`src/rtl/ps2_host_tx_pkg.sv`:
```
// Shared types and constants for the PS/2 host-to-device transmitter.
// Holds FSM state encodings, keyboard command bytes and frame bit positions.
package ps2_host_tx_pkg;

  typedef enum logic [2:0] {
    ST_IDLE,
    ST_INHIBIT,
    ST_REQ,
    ST_FRAME,
    ST_WAIT_IDLE
  } tx_state_t;

  localparam logic [7:0] PS2_CMD_SET_LED = 8'hED;
  localparam logic [7:0] PS2_CMD_RESET   = 8'hFF;
  localparam logic [7:0] PS2_CMD_ENABLE  = 8'hF4;
  localparam logic [7:0] PS2_CMD_ECHO    = 8'hEE;

  // Device clock falls already seen, counted from the first falling edge.
  localparam logic [3:0] BIT_LAST_DATA = 4'd8;
  localparam logic [3:0] BIT_PARITY    = 4'd9;

  function automatic logic odd_parity(input logic [7:0] value);
    return ~^value;
  endfunction

endpackage

```
`src/rtl/ps2_host_tx_line_sync.sv`:
```
// Synchronises the raw PS/2 clock and data pads, de-glitches the clock line
// and produces a one-cycle pulse on each accepted falling edge of the clock.
module ps2_host_tx_line_sync #(
  parameter int FILTER_CYCLES = 4
) (
  input  logic clk,
  input  logic rst,
  input  logic ps2_clk_in,
  input  logic ps2_data_in,
  output logic clk_filt,
  output logic data_sync,
  output logic clk_fall
);

  localparam int FW = (FILTER_CYCLES > 1) ? $clog2(FILTER_CYCLES) : 1;
  localparam logic [FW-1:0] FLT_LAST = FW'(FILTER_CYCLES - 1);

  logic [1:0]    clk_meta;
  logic [1:0]    data_meta;
  logic [FW-1:0] flt_cnt;
  logic          clk_filt_d;

  // A new clock level is only accepted after FILTER_CYCLES consecutive samples
  // disagree with the current one; idle lines reset to the released (high) level.
  always_ff @(posedge clk) begin
    if (rst) begin
      clk_meta   <= 2'b11;
      data_meta  <= 2'b11;
      flt_cnt    <= '0;
      clk_filt   <= 1'b1;
      clk_filt_d <= 1'b1;
    end else begin
      clk_meta   <= {clk_meta[0], ps2_clk_in};
      data_meta  <= {data_meta[0], ps2_data_in};
      clk_filt_d <= clk_filt;
      if (clk_meta[1] != clk_filt) begin
        if (flt_cnt == FLT_LAST) begin
          clk_filt <= clk_meta[1];
          flt_cnt  <= '0;
        end else begin
          flt_cnt <= flt_cnt + 1'b1;
        end
      end else begin
        flt_cnt <= '0;
      end
    end
  end

  assign data_sync = data_meta[1];
  assign clk_fall  = clk_filt_d & ~clk_filt;

endmodule

```
`src/rtl/ps2_host_tx.sv`:
```
// PS/2 host-to-device transmitter: inhibits the bus, requests to send, then
// shifts one command byte out on device clock falls and checks the device ack.
module ps2_host_tx #(
  parameter int INHIBIT_CYCLES = 12000,
  parameter int TIMEOUT_CYCLES = 2000000,
  parameter int FILTER_CYCLES  = 4
) (
  input  logic       clk,
  input  logic       rst,
  input  logic       tx_valid,
  input  logic [7:0] tx_data,
  output logic       tx_ready,
  output logic       busy,
  output logic       done,
  output logic       ack_ok,
  output logic       err,
  input  logic       ps2_clk_in,
  input  logic       ps2_data_in,
  output logic       ps2_clk_oe,
  output logic       ps2_data_oe
);

  import ps2_host_tx_pkg::*;

  localparam int CNT_MAX = (INHIBIT_CYCLES > TIMEOUT_CYCLES) ? INHIBIT_CYCLES : TIMEOUT_CYCLES;
  localparam int CNT_W   = (CNT_MAX > 1) ? $clog2(CNT_MAX) : 1;
  localparam logic [CNT_W-1:0] INH_LAST = CNT_W'(INHIBIT_CYCLES - 1);
  localparam logic [CNT_W-1:0] TO_LAST  = CNT_W'(TIMEOUT_CYCLES - 1);

  logic clk_filt;
  logic data_sync;
  logic clk_fall;

  ps2_host_tx_line_sync #(
    .FILTER_CYCLES(FILTER_CYCLES)
  ) u_line_sync (
    .clk        (clk),
    .rst        (rst),
    .ps2_clk_in (ps2_clk_in),
    .ps2_data_in(ps2_data_in),
    .clk_filt   (clk_filt),
    .data_sync  (data_sync),
    .clk_fall   (clk_fall)
  );

  tx_state_t        state, state_n;
  logic [CNT_W-1:0] cnt, cnt_n;
  logic [3:0]       bit_n, bit_n_n;
  logic [7:0]       shift, shift_n;
  logic             parity, parity_n;
  logic             clk_oe, clk_oe_n;
  logic             data_oe, data_oe_n;
  logic             done_q, done_n;
  logic             err_q, err_n;
  logic             ack_q, ack_n;
  logic             timed_out;

  always_ff @(posedge clk) begin
    if (rst) begin
      state   <= ST_IDLE;
      cnt     <= '0;
      bit_n   <= '0;
      shift   <= '0;
      parity  <= 1'b0;
      clk_oe  <= 1'b0;
      data_oe <= 1'b0;
      done_q  <= 1'b0;
      err_q   <= 1'b0;
      ack_q   <= 1'b0;
    end else begin
      state   <= state_n;
      cnt     <= cnt_n;
      bit_n   <= bit_n_n;
      shift   <= shift_n;
      parity  <= parity_n;
      clk_oe  <= clk_oe_n;
      data_oe <= data_oe_n;
      done_q  <= done_n;
      err_q   <= err_n;
      ack_q   <= ack_n;
    end
  end

  // Shared cycle counter: inhibit length in INHIBIT, device-clock timeout after.
  assign timed_out = !clk_fall && (cnt == TO_LAST);

  always_comb begin
    state_n   = state;
    cnt_n     = cnt;
    bit_n_n   = bit_n;
    shift_n   = shift;
    parity_n  = parity;
    clk_oe_n  = clk_oe;
    data_oe_n = data_oe;
    done_n    = 1'b0;
    err_n     = 1'b0;
    ack_n     = ack_q;

    case (state)
      ST_IDLE: begin
        if (tx_valid) begin
          shift_n  = tx_data;
          parity_n = odd_parity(tx_data);
          clk_oe_n = 1'b1;
          cnt_n    = '0;
          state_n  = ST_INHIBIT;
        end
      end

      ST_INHIBIT: begin
        if (cnt == INH_LAST) begin
          clk_oe_n  = 1'b0;
          data_oe_n = 1'b1;
          cnt_n     = '0;
          bit_n_n   = '0;
          state_n   = ST_REQ;
        end else begin
          cnt_n = cnt + 1'b1;
        end
      end

      ST_REQ, ST_FRAME, ST_WAIT_IDLE: begin
        cnt_n = clk_fall ? '0 : cnt + 1'b1;
        if (timed_out) begin
          err_n     = 1'b1;
          clk_oe_n  = 1'b0;
          data_oe_n = 1'b0;
          cnt_n     = '0;
          state_n   = ST_IDLE;
        end else if (state == ST_REQ) begin
          if (clk_fall) begin
            bit_n_n   = 4'd1;
            data_oe_n = ~shift[0];
            shift_n   = {1'b0, shift[7:1]};
            state_n   = ST_FRAME;
          end
        end else if (state == ST_FRAME) begin
          // Falls 2..8 carry data bits 1..7, 9 parity, 10 stop, 11 the device ack.
          if (clk_fall) begin
            bit_n_n = bit_n + 4'd1;
            if (bit_n < BIT_LAST_DATA) begin
              data_oe_n = ~shift[0];
              shift_n   = {1'b0, shift[7:1]};
            end else if (bit_n == BIT_LAST_DATA) begin
              data_oe_n = ~parity;
            end else if (bit_n == BIT_PARITY) begin
              data_oe_n = 1'b0;
            end else begin
              ack_n   = ~data_sync;
              state_n = ST_WAIT_IDLE;
            end
          end
        end else begin
          if (clk_filt && data_sync) begin
            done_n  = 1'b1;
            cnt_n   = '0;
            state_n = ST_IDLE;
          end
        end
      end

      default: begin
        clk_oe_n  = 1'b0;
        data_oe_n = 1'b0;
        cnt_n     = '0;
        state_n   = ST_IDLE;
      end
    endcase
  end

  assign tx_ready    = (state == ST_IDLE);
  assign busy        = (state != ST_IDLE);
  assign done        = done_q;
  assign err         = err_q;
  assign ack_ok      = ack_q;
  assign ps2_clk_oe  = clk_oe;
  assign ps2_data_oe = data_oe;

endmodule

```
`config.mk`:
```
export PLATFORM = sky130hd
export DESIGN_NAME = ps2_host_tx
export DESIGN_NICKNAME = d
export VERILOG_FILES = /design/src/rtl/ps2_host_tx_pkg.sv /design/src/rtl/ps2_host_tx_line_sync.sv /design/src/rtl/ps2_host_tx.sv
export SDC_FILE = /design/constraint.sdc
export NUM_CORES = 1
export LEC_CHECK = 0
export ABC_CLOCK_PERIOD_IN_PS = 3660
export CAP_MARGIN = 20
export CORE_ASPECT_RATIO = 0.5
export CORE_MARGIN = 2
export CORE_UTILIZATION = 38
export DETAILED_ROUTE_END_ITERATION = 10
export PLACE_DENSITY = 0.53
export SYNTH_ARGS = -nofsm -noshare
export SYNTH_HDL_FRONTEND = slang
export SYNTH_HIERARCHICAL = 1
export SYNTH_SLANG_ARGS = --single-unit
```
`constraint.sdc`:
```
create_clock -name clk -period 3.66 [get_ports clk]
set_clock_uncertainty 0.15 [all_clocks]
set_input_delay 0.732 -clock clk [delete_from_list [all_inputs] [get_ports clk]]
set_output_delay 0.732 -clock clk [all_outputs]
set_load 0.005 [all_outputs]
```
==> flow_summary_export.csv <==
group,metric,value,unit
outcome,run_status,"finished clean",
floorplan,die_h,65.4,um
sta,timing_worst_slew_pin_value,927,ps
worst_setup_path,cp_max_fo,22,
min_path,timing.hold.worst.class,"flop to flop",
power,leakagePower,1.15,nW
sta,holdWs,259,ps
clocking,cts_max_path_buffers,2,
layout,fillers,724,
yosys,fraction_of_synthesized_cell_area_in_xor_and_xnor_cells,0.0367,
sta,slew-limit-headroom,0.379,
layout,final_net_count,381,
worst_setup_path,path_cells,"or4_4 > or4_4 > o21a_1 > buf_4 > o21ai_0 > o21ai_0",
yosys,synth_compound_gate_area_share,0.222,
route,post_drt_via_cell_ratio,5.77,
sta,maxSlewViolCount,0,
yosys,count_leader_synth,"sky130_fd_sc_hd__dfxtp_1",
clocking,cts.root.buffer_cell,"sky130_fd_sc_hd__clkbuf_16",
layout,drive_gt1_frac,0.0797,
route,drc,0,
worst_setup_path,critPathBufInv,1,
run,max_cap_viol_count,0,
floorplan,core_area,0.00732,sq mm
grt,met3_usage_grt,0.0415,
floorplan,floorplan.initialDensity,0.391,
yosys,synth_sequential_area_ratio,0.350,
worst_setup_path,critical_path_class,"flop to flop",
grt,grt_first_pass_wirelength,11.8,mm
sta,finalSetupViolCount,0,
power,p_total,1.68,mW
clocking,clk_latency,300,ps
place,dp_hpwl,4.95,mm
route,routed_wirelength,7.01,mm
place,finalWeightedCongestion,0.877,
worst_setup_path,cp-start-kind,"flop",
floorplan,placementRows,22,
clocking,clock_sink_count,50,
sta,maximum_clock_frequency,333,MHz
clocking,cts_setup_buffers,0,
yosys,synthSimpleGateAreaFrac,0.278,
power,powerDensity,515,mW/mm^2
clocking,cts.hold.buffers_added,0,
route,ant_nets,0,
grt,grt_overflow,0,
yosys,post-synth-top-area-fraction,0.350,
yosys,ys_types,55,
yosys,nets_in_the_synthesized_netlist,368,
yosys,syn-cell-area,0.00286,sq mm
yosys,yosysWarningCount,6,
yosys,yosys_register_bits,50,
yosys,synth-adder-area-share,0.0219,
grt,global_route.usage.met2,0.309,
worst_setup_path,cpLargestDelayFamily,"simple AND/OR/NAND/NOR gates",
grt,first_global_vias,2420,
clocking,clkTransAtPathRegs,70,ps
yosys,netlist_top_cells_area,"sky130_fd_sc_hd__dfxtp_1 (35%), sky130_fd_sc_hd__nand2_1 (6.3%), sky130_fd_sc_hd__a21oi_1 (3.7%)",
grt,use_met1,0.226,
sta,fin_crit,3000,ps
route,via_count,2652,
worst_setup_path,worstPathRequired,3660,ps
yosys,synth_top_family_by_area,"simple AND/OR/NAND/NOR gates",
floorplan,die_area,0.00829,sq mm
layout,footprint_of_the_multi_input_gates,0.00170,sq mm
yosys,syn_area_per_cell,8.18,sq um
clocking,htree_levels,2,
sta,fin_setup_tns,0,ps
clocking,cts_repair_resize_count,0,
layout,ant_diodes,0,
floorplan,design.portCount,20,
worst_setup_path,cpPeakStageDelay,590,ps
grt,global_route.peak_usage_layer,"met2",
layout,areaGrowthSynthToFinish,13.7,%
worst_setup_path,arrival,3000,ps
route,drtPass1Iterations,4,
grt,grt_antenna_before_repair,0,
clocking,cts_inserted_buffers,5,
yosys,synth.mux.area_fraction,0.0350,
yosys,synthFlopType,"sky130_fd_sc_hd__dfxtp_1",
route,route.detailed.wl_per_inst,15.2,um
sta,unrepaired_setup_endpoints_after_global_routing,"false",
yosys,async_flop_share,0,
power,vdd.ir_drop.worst,0.243,mV
sta,hold_viol_final,0,
yosys,most_frequent_cells_after_synthesis,"sky130_fd_sc_hd__dfxtp_1 (50), sky130_fd_sc_hd__nand2_1 (48), sky130_fd_sc_hd__nor2_1 (23)",
floorplan,fp.dieW,127,um
route,drt_iter0_drc,217,
grt,grt_start_max_net_pins,24,
place,portBuffers,19,
yosys,post_synth_inst_count,350,
yosys,netlist.top_cell.by_area,"sky130_fd_sc_hd__dfxtp_1",
yosys,synth_enable_flop_cells,0,
worst_setup_path,critical_path.endpoint_type,"flop",
layout,area.sequential,0.00100,sq mm
grt,track_usage,0.179,
worst_setup_path,critical_path.slowest_cell,"sky130_fd_sc_hd__or4_4",
sta,min_period_over_period,0.820,
clocking,cts_tree,"yes",
==> kinds of logic after synthesis <==
family,after synthesis
xor gates and xnor gates,12
muxes,10
AOI/OAI and AO/OA,91
DFF,50
adders and majority gates,5
buffers and inverters,30
and+or+nand+nor,152
==> layout by cell type, fill, tap and decap left out, types with 3 or more instances in the layout <==
master / count
sky130_fd_sc_hd__a21oi_1: 21
sky130_fd_sc_hd__clkbuf_16: 5
sky130_fd_sc_hd__a311oi_1: 8
sky130_fd_sc_hd__o211ai_1: 8
sky130_fd_sc_hd__nor3_1: 7
sky130_fd_sc_hd__a211oi_1: 4
sky130_fd_sc_hd__mux2i_1: 10
sky130_fd_sc_hd__buf_4: 8
sky130_fd_sc_hd__o2111ai_1: 3
sky130_fd_sc_hd__nand4_1: 8
sky130_fd_sc_hd__or4_1: 6
sky130_fd_sc_hd__xnor2_1: 12
sky130_fd_sc_hd__o21a_1: 4
sky130_fd_sc_hd__clkdlybuf4s50_1: 19
sky130_fd_sc_hd__nand3_1: 11
sky130_fd_sc_hd__o31ai_1: 3
sky130_fd_sc_hd__o22ai_1: 4
sky130_fd_sc_hd__and3_1: 4
sky130_fd_sc_hd__nor2_1: 23
sky130_fd_sc_hd__nand2b_1: 4
sky130_fd_sc_hd__nor4_1: 8
sky130_fd_sc_hd__or3_1: 6
sky130_fd_sc_hd__o21ai_0: 10
sky130_fd_sc_hd__a31oi_1: 4
sky130_fd_sc_hd__and2_1: 4
sky130_fd_sc_hd__or2_2: 5
sky130_fd_sc_hd__ha_1: 5
sky130_fd_sc_hd__nand2_1: 48
sky130_fd_sc_hd__dfxtp_1: 50
sky130_fd_sc_hd__o221ai_1: 7
sky130_fd_sc_hd__inv_1: 7
sky130_fd_sc_hd__nor2b_1: 7
==> per-layer routing <==
metal | share of wire | up-vias
li1 | - | 1326
met1 | 0.48 | 1261
met2 | 0.46 | 58
met3 | 0.047 | 7
met4 | 0.010 | 0
met5 | 0 | -
==> power breakdown <==
group	internal, mW	switching [mW]	total (mW)	leakage [nW]
Clock	0.271	0.203	0.474	0.0739
Combinational	0.228	0.310	0.538	0.671
Sequential	0.601	0.0613	0.663	0.407
==> sequential cells by signal, summed over array words and instances (netlist names), 2 cells and up <==
| name | cells |
|---|---|
| bit_n | 4 |
| cnt | 21 |
| shift | 8 |
| state | 3 |
| u_line_sync/clk_meta | 2 |
| u_line_sync/data_meta | 2 |
| u_line_sync/flt_cnt | 2 |
==> path summary, 6_finish.rpt <==
| path | endpoint | start | slack, ps | cells after the start |
|---|---|---|---|---|
| worst max-delay path | cnt[5]$_SDFFE_PP0N_ | cnt[8]$_SDFFE_PP0N_ | 660 | 6 |
| worst min register to register | u_line_sync/clk_meta[1]$_SDFF_PP1_ | u_line_sync/clk_meta[0]$_SDFF_PP1_ | 260 | 1 |
| worst max register to register | cnt[5]$_SDFFE_PP0N_ | cnt[8]$_SDFFE_PP0N_ | 660 | 6 |
| worst min-delay path | u_line_sync/clk_meta[1]$_SDFF_PP1_ | u_line_sync/clk_meta[0]$_SDFF_PP1_ | 260 | 1 |
==> final cells by class <==
type	count	area share
tap	96	0.0369
inverter	9	0.0104
timing repair buffer	27	0.0769
sequential	50	0.307
clock inverter	1	0.00154
multi-input combinational	270	0.523
clock buffer	7	0.0438
==> worst register-to-register path, stage by stage (launching register included) <==
cell                      delay [ps]
sky130_fd_sc_hd__dfxtp_1         380
sky130_fd_sc_hd__or4_4           560
sky130_fd_sc_hd__or4_4           590
sky130_fd_sc_hd__o21a_1          200
sky130_fd_sc_hd__buf_4           210
sky130_fd_sc_hd__o21ai_0         570
sky130_fd_sc_hd__o21ai_0         200
==> metrics by stage <==
step	cell area, sq um	std cells	utilization	setup WS (ps)
2_1_floorplan	2860	350	-	1030
3_3_place_gp	3100	451	0.423	731
3_5_place_dp	3100	451	0.423	666
4_1_cts	3250	459	0.444	644
5_1_grt	3260	460	0.445	506
6_report	3260	460	0.445	658
Power figures use the tool's default switching activity.
